**src/rtl/sa_accept_prob_pipe.sv**
```systemverilog
// -----------------------------------------------------------------------------
// sa_accept_prob_pipe
//
// Pipelined Metropolis acceptance unit for the simulated-annealing TSP core.
// Computes p = exp(-(cost_new - cost_old) * tinv) in fixed point as
// 2^-(delta * tinv * log2(e)). The integer part of the exponent becomes a right
// shift, and the top LUT_BITS fraction bits index a 2^-f table.
// One candidate per cycle, valid/ready on both sides, tag passthrough.
// Four register stages, so latency is 4 cycles when not stalled.
//
// Optional build macro: SA_ACCEPT_EN
//   When defined, adds rand_in (sampled with the candidate and carried with it)
//   and accept = one || (prob > rand_in). When undefined, those ports are absent
//   and the caller compares prob itself.
//
// Ports
//   clk        in   1      clock
//   rst_n      in   1      asynchronous reset, active low
//   in_valid   in   1      candidate valid
//   in_ready   out  1      unit can take a candidate this cycle (combinational from out_ready)
//   cost_new   in   DW     candidate tour cost (unsigned)
//   cost_old   in   DW     current tour cost (unsigned)
//   tinv       in   TW     1/T, UQ(TW-TF).TF
//   in_tag     in   TAG_W  sideband, returned unchanged
//   out_valid  out  1      result valid
//   out_ready  in   1      consumer takes result
//   prob       out  PW     exp(-delta*tinv), UQ0.PW, 1.0 saturates to all-ones
//   out_tag    out  TAG_W  tag of this result
//   rand_in    in   PW     (SA_ACCEPT_EN only) uniform random threshold
//   accept     out  1      (SA_ACCEPT_EN only) acceptance decision
// -----------------------------------------------------------------------------
module sa_accept_prob_pipe #(
   parameter int DW       = 32,
   parameter int TW       = 32,
   parameter int TF       = 16,
   parameter int PW       = 16,
   parameter int LUT_BITS = 6,
   parameter int TAG_W    = 8
) (
   input  logic             clk,
   input  logic             rst_n,
   input  logic             in_valid,
   output logic             in_ready,
   input  logic [DW-1:0]    cost_new,
   input  logic [DW-1:0]    cost_old,
   input  logic [TW-1:0]    tinv,
   input  logic [TAG_W-1:0] in_tag,
   output logic             out_valid,
   input  logic             out_ready,
   output logic [PW-1:0]    prob,
   output logic [TAG_W-1:0] out_tag
`ifdef SA_ACCEPT_EN
   ,
   input  logic [PW-1:0]    rand_in,
   output logic             accept
`endif
);

   localparam int XW    = DW + TW;                 // |delta| * tinv, TF fraction bits
   localparam int LW    = 17;                      // width of log2(e) constant
   localparam logic [LW-1:0] LOG2E = 17'd94548;    // log2(e) in UQ1.16
   localparam int YW    = XW + LW;                 // full exponent width
   localparam int YF    = TF + 16;                 // exponent fraction bits
   localparam int YTW   = YW - (YF - LUT_BITS);    // exponent with only LUT_BITS fraction kept
   localparam int KB    = $clog2(PW);              // shift amounts that can leave a nonzero result
   localparam int LUT_N = 1 << LUT_BITS;

   // Table entry i = round(2^-(i/LUT_N) * 2^PW); entry 0 (exactly 1.0) saturates.
   function automatic logic [PW-1:0] lut_entry(input int idx);
      real    r;
      longint v;
      longint vmax;
      r    = (2.0 ** (-real'(idx) / real'(LUT_N))) * (2.0 ** PW);
      v    = longint'($rtoi(r + 0.5));
      vmax = (longint'(1) << PW) - 1;
      if (v > vmax) begin
         v = vmax;
      end
      return v[PW-1:0];
   endfunction

   logic [PW-1:0] lut [LUT_N];

   genvar gi;
   generate
      for (gi = 0; gi < LUT_N; gi++) begin : g_lut
         assign lut[gi] = lut_entry(gi);
      end
   endgenerate

   // Global stall: every stage holds while an output result is waiting.
   logic en;
   assign en       = !(out_valid && !out_ready);
   assign in_ready = en;

   // ---------------- stage registers ----------------
   logic                 s1_valid_reg, s2_valid_reg, s3_valid_reg;
   logic                 s1_one_reg,   s2_one_reg,   s3_one_reg;
   logic signed [DW:0]   s1_delta_reg;
   logic [TW-1:0]        s1_tinv_reg;
   logic [XW-1:0]        s2_x_reg;
   logic                 s3_zero_reg;
   logic [KB-1:0]        s3_k_reg;
   logic [LUT_BITS-1:0]  s3_f_reg;
   logic [TAG_W-1:0]     s1_tag_reg,   s2_tag_reg,   s3_tag_reg;
`ifdef SA_ACCEPT_EN
   logic [PW-1:0]        s1_rand_reg,  s2_rand_reg,  s3_rand_reg;
`endif

   // ---------------- stage 1 combinational ----------------
   logic signed [DW:0] delta_c;
   logic               one_c;
   assign delta_c = $signed({1'b0, cost_new}) - $signed({1'b0, cost_old});
   assign one_c   = delta_c[DW] || (delta_c == '0);

   // ---------------- stage 2 combinational ----------------
   logic [DW:0]   delta_neg_c;
   logic [DW:0]   mag_c;
   logic [XW-1:0] x_c;
   assign delta_neg_c = -s1_delta_reg;
   // Negative deltas are flagged as "one" and ignored later; magnitude kept for uniformity.
   assign mag_c = s1_delta_reg[DW] ? delta_neg_c : s1_delta_reg;
   assign x_c   = XW'(mag_c) * XW'(s1_tinv_reg);

   // ---------------- stage 3 combinational ----------------
   // Only LUT_BITS fraction bits of the exponent matter; lower bits are truncated away.
   logic [YTW-1:0]      yt_c;
   logic                k_big_c;
   logic [KB-1:0]       k_lo_c;
   logic                zero_c;
   assign yt_c    = YTW'((YW'(s2_x_reg) * YW'(LOG2E)) >> (YF - LUT_BITS));
   assign k_big_c = |yt_c[YTW-1:LUT_BITS+KB];
   assign k_lo_c  = yt_c[LUT_BITS+KB-1:LUT_BITS];
   // Any set bit above the shift range forces zero, so a huge exponent never wraps.
   assign zero_c  = k_big_c || ({1'b0, k_lo_c} >= (KB+1)'(PW));

   // ---------------- stage 4 combinational ----------------
   logic [PW-1:0] prob_c;
   always_comb begin
      prob_c = '0;
      if (s3_one_reg) begin
         prob_c = '1;
      end else if (!s3_zero_reg) begin
         prob_c = lut[s3_f_reg] >> s3_k_reg;
      end
   end

`ifdef SA_ACCEPT_EN
   logic accept_c;
   assign accept_c = s3_one_reg || (prob_c > s3_rand_reg);
`endif

   // ---------------- pipeline registers ----------------
   always_ff @(posedge clk or negedge rst_n) begin
      if (!rst_n) begin
         s1_valid_reg <= 1'b0;
         s2_valid_reg <= 1'b0;
         s3_valid_reg <= 1'b0;
         out_valid    <= 1'b0;
         s1_one_reg   <= 1'b0;
         s2_one_reg   <= 1'b0;
         s3_one_reg   <= 1'b0;
         s1_delta_reg <= '0;
         s1_tinv_reg  <= '0;
         s2_x_reg     <= '0;
         s3_zero_reg  <= 1'b0;
         s3_k_reg     <= '0;
         s3_f_reg     <= '0;
         s1_tag_reg   <= '0;
         s2_tag_reg   <= '0;
         s3_tag_reg   <= '0;
         prob         <= '0;
         out_tag      <= '0;
`ifdef SA_ACCEPT_EN
         s1_rand_reg  <= '0;
         s2_rand_reg  <= '0;
         s3_rand_reg  <= '0;
         accept       <= 1'b0;
`endif
      end else if (en) begin
         // S1: signed difference, "always accept" flag, operands
         s1_valid_reg <= in_valid;
         s1_one_reg   <= one_c;
         s1_delta_reg <= delta_c;
         s1_tinv_reg  <= tinv;
         s1_tag_reg   <= in_tag;
         // S2: |delta| * tinv
         s2_valid_reg <= s1_valid_reg;
         s2_one_reg   <= s1_one_reg;
         s2_x_reg     <= x_c;
         s2_tag_reg   <= s1_tag_reg;
         // S3: scale by log2(e), split into shift and table index
         s3_valid_reg <= s2_valid_reg;
         s3_one_reg   <= s2_one_reg;
         s3_zero_reg  <= zero_c;
         s3_k_reg     <= k_lo_c;
         s3_f_reg     <= yt_c[LUT_BITS-1:0];
         s3_tag_reg   <= s2_tag_reg;
         // S4: table lookup and shift into the output registers
         out_valid    <= s3_valid_reg;
         prob         <= prob_c;
         out_tag      <= s3_tag_reg;
`ifdef SA_ACCEPT_EN
         s1_rand_reg  <= rand_in;
         s2_rand_reg  <= s1_rand_reg;
         s3_rand_reg  <= s2_rand_reg;
         accept       <= s3_valid_reg && accept_c;
`endif
      end
   end

endmodule

```
**config.mk**
```make
export PLATFORM = sky130hd
export DESIGN_NAME = sa_accept_prob_pipe
export DESIGN_NICKNAME = d
export VERILOG_FILES = /design/src/rtl/sa_accept_prob_pipe.sv
export SDC_FILE = /design/constraint.sdc
export NUM_CORES = 2
export LEC_CHECK = 0
export CAP_MARGIN = 5
export CORE_MARGIN = 4
export CORE_UTILIZATION = 35
export DETAILED_ROUTE_END_ITERATION = 10
export PLACE_DENSITY = 0.51
export RECOVER_POWER = 50
export SKIP_LAST_GASP = 1
export SYNTH_ARGS = -nofsm -noshare
export SYNTH_HDL_FRONTEND = slang
export SYNTH_SLANG_ARGS = --single-unit
```
**constraint.sdc**
```tcl
create_clock -name clk -period 12.1 [get_ports clk]
set_input_delay 2.42 -clock clk [delete_from_list [all_inputs] [get_ports clk]]
set_output_delay 2.42 -clock clk [all_outputs]
set_load 0.02 [all_outputs]
```
==> results.sh <==
export IMPL_synthArstFlopShare=1.00
export IMPL_yosys_cell_types_count=85
export IMPL_fillers=17972
export IMPL_yosys_top_cells_count="inv_1, fa_1, nand2_1"
export IMPL_worstPathRequired_ns=12.52
export IMPL_synthTopCellsByArea="fa_1, ha_1, inv_1"
export IMPL_numCtsBuffers=17
export IMPL_r2r_end="s2_x_reg[61]$_DFFE_PN0N_"
export IMPL_syn_nets=9036
export IMPL_grt_start_max_net_pins=87
export IMPL_die_area_sq_mm=0.185
export IMPL_cts_sinks=195
export IMPL_outcome="complete, but fails checks"
export IMPL_via_per_inst=5.03
export IMPL_crit_path_end_kind="flip-flop"
export IMPL_placed_cell_area_sq_mm=0.0664
export IMPL_min_delay_path_depth=1
export IMPL_antenna_found_initial=14
export IMPL_via_count=46472
export IMPL_drv_cap=4
export IMPL_dieHeight_um=430
export IMPL_grt_total_usage=0.200
export IMPL_yosys_area_top_type="fa_1"
export IMPL_finalMaxSlewViolations=254
export IMPL_port_buffer_count=133
export IMPL_hpwl_um=152000
export IMPL_slew_headroom=-2.55
export IMPL_synth_top_flop_cell="dfrtp_1"
export IMPL_cts_resized=0
export IMPL_timing_rr_start="s1_delta_reg[2]$_DFFE_PN0N_"
export IMPL_core_sq_mm=0.177
export IMPL_num_rows=154
export IMPL_final_area_sq_mm=0.0670
export IMPL_path_max_fanout=25
export IMPL_finalWirelength_um=181000
export IMPL_cp_arrival_ns=11.44
export IMPL_syn_inst=6975
export IMPL_rsz0062_at_grt="no"
export IMPL_crit_slowest_cell="or4_1"
export IMPL_synth_edf_count=0
export IMPL_dr_first_iter_drc_count=2861
export IMPL_r2r_cells=35
export IMPL_htreeDepth=4
export IMPL_die_w_um=430
export IMPL_synth_warning_count=0
export IMPL_ctsHoldBuffers=0
export IMPL_setup_viol=0
export IMPL_ctsLongestPathBuffers=2
export IMPL_grt_pass1_wl_um=289000
export IMPL_violations="max-capacitance violations, max-slew violations"
export IMPL_avgSynthCellArea_sq_um=8.95
export IMPL_synthToLayoutAreaGrowth_pct=7.39
export IMPL_drc=0
export IMPL_synth_cell_area_sq_mm=0.0624
export IMPL_path_clk_slew_ns=0.11
export IMPL_rrSetupSlack_ns=1.08
export IMPL_post_drt_wl_per_cell_um=19.7
export IMPL_firstDrtPassIters=5
export IMPL_yosysTopAreaCellShare=0.411
export IMPL_cp_common_cell="fa_1"
export IMPL_io_pins=134
export IMPL_largest_register_ffs=64
export IMPL_worst_slew_pin_transition_ns=5.33
export IMPL_fin_crit_sh=0.911
export IMPL_initial_core_util=0.353
export IMPL_layout_drive_gt1_share=0.0279
export IMPL_synth_most_common_cell="inv_1"
export IMPL_hold_viol=0
export IMPL_period_minus_slack_ns=11.02
export IMPL_post_cts_buffers=0
export IMPL_cts_tree="done"
export IMPL_pre_cts_ws_ns=1.16
export IMPL_cpPeakStageDelay_ns=0.57
export IMPL_startpoint_type="flip-flop"
export IMPL_ys_seq_elements=195
export IMPL_worstSetupPathType="flip-flop to flip-flop"
export IMPL_first_global_vias=49503
export IMPL_min_from="s3_valid_reg$_DFFE_PN0N_"
export IMPL_clock_latency_ns=0.56
export IMPL_drtAntennaViolNets=0
export IMPL_final_core_util=0.379
export IMPL_hold_end="out_valid$_DFFE_PN0N_"
export IMPL_overflow=0
export IMPL_fin_setup_tns_ns=0
export IMPL_fin_ws_ns=1.08
export IMPL_clockRootBuffer="clkbuf_16"
export IMPL_skew_ns=0.0348
export IMPL_synth_seq_area_share=0.0782
export IMPL_place_gp_congestion=0.870
export IMPL_max_freq_mhz=90.7
export IMPL_hold_class="flip-flop to flip-flop"
export IMPL_nets=8938
==> kinds of logic (layout without fill, tap and decap cells) <==
group                      count (synthesis)  count (layout)  synth area share
other                                      0               4                 0
DFF                                      195             195            0.0782
adders and majority gates               1953            1953             0.546
and+or+nand+nor                         2046            2046             0.159
buffers and inverters                   1771            1686             0.107
AOI/OAI and AO/OA                        825             825            0.0830
xor gates and xnor gates                 153             153            0.0215
muxes                                     32              32           0.00645
==> layout make-up <==
class                      instances  area (sq um)  area share
antenna                            4          10.0    0.000149
clock buffer                      17           425     0.00635
clock inverter                    15           228     0.00340
inverter                        1430          5380      0.0802
multi-input combinational       5009         51200       0.763
sequential                       195          4890      0.0729
tap                             2340          2930      0.0437
timing repair buffer             224          2030      0.0303
==> cell usage in the layout, fill, tap and decap left out, drive strengths merged, types with 18 or more instances in the layout <==
master / n
o21bai: 26
fa: 1283
dfrtp: 195
o21a: 25
nand2: 953
nor2b: 25
clkdlybuf4s50: 131
nor3: 57
nand2b: 34
xnor2: 95
mux2i: 20
o211ai: 23
xor2: 58
a21oi: 280
clkbuf: 21
o31ai: 21
a21o: 85
nor2: 182
nand3: 55
inv: 1441
and2: 603
a31oi: 18
buf: 88
nand4: 53
o21ai: 189
ha: 670
==> worst max path at each step <==
stage / from / end / slack (ns) / cells past startpoint
4_1_cts: s1_delta_reg[2]$_DFFE_PN0N_ / s2_x_reg[61]$_DFFE_PN0N_ / 1.11 / 35
3_5_place_dp: s1_delta_reg[2]$_DFFE_PN0N_ / s2_x_reg[61]$_DFFE_PN0N_ / 1.16 / 34
5_1_grt: s1_delta_reg[0]$_DFFE_PN0N_ / s2_x_reg[61]$_DFFE_PN0N_ / 0.45 / 35
3_3_place_gp: s1_delta_reg[2]$_DFFE_PN0N_ / s2_x_reg[61]$_DFFE_PN0N_ / 1.15 / 34
2_1_floorplan: s1_delta_reg[0]$_DFFE_PN0N_ / s2_x_reg[61]$_DFFE_PN0N_ / 2.30 / 37
6_report: s1_delta_reg[2]$_DFFE_PN0N_ / s2_x_reg[61]$_DFFE_PN0N_ / 1.08 / 35
==> through the flow <==
stage / hold slack, ns / cells
2_1_floorplan: 0.430 / 6975
4_1_cts: 0.461 / 9230
3_3_place_gp: 0.446 / 9197
6_report: 0.456 / 9234
5_1_grt: 0.486 / 9230
3_5_place_dp: 0.455 / 9198
==> critical path: cells and delay by family, from the launching register on <==
family	cells	cell delay, ns
fa+ha+maj	9	4.34
simple gates	10	2.62
compound gates	9	2.41
buf+inv	5	0.61
flops	1	0.45
xor+xnor	2	0.44
==> per-layer routing <==
layer / wire, um / part of all wire / up-vias / track usage
met2: 87700 / 0.48 / 1044 / 0.336
met5: 7 / 0.000039 / - / 0
li1: - / - / 21292 / -
met1: 79600 / 0.44 / 23954 / 0.271
met4: 5970 / 0.033 / 2 / 0.0608
met3: 8210 / 0.045 / 180 / 0.0254
Power is not shown: default switching activity piles up to over one toggle a cycle in this logic, so the estimate is an artifact.
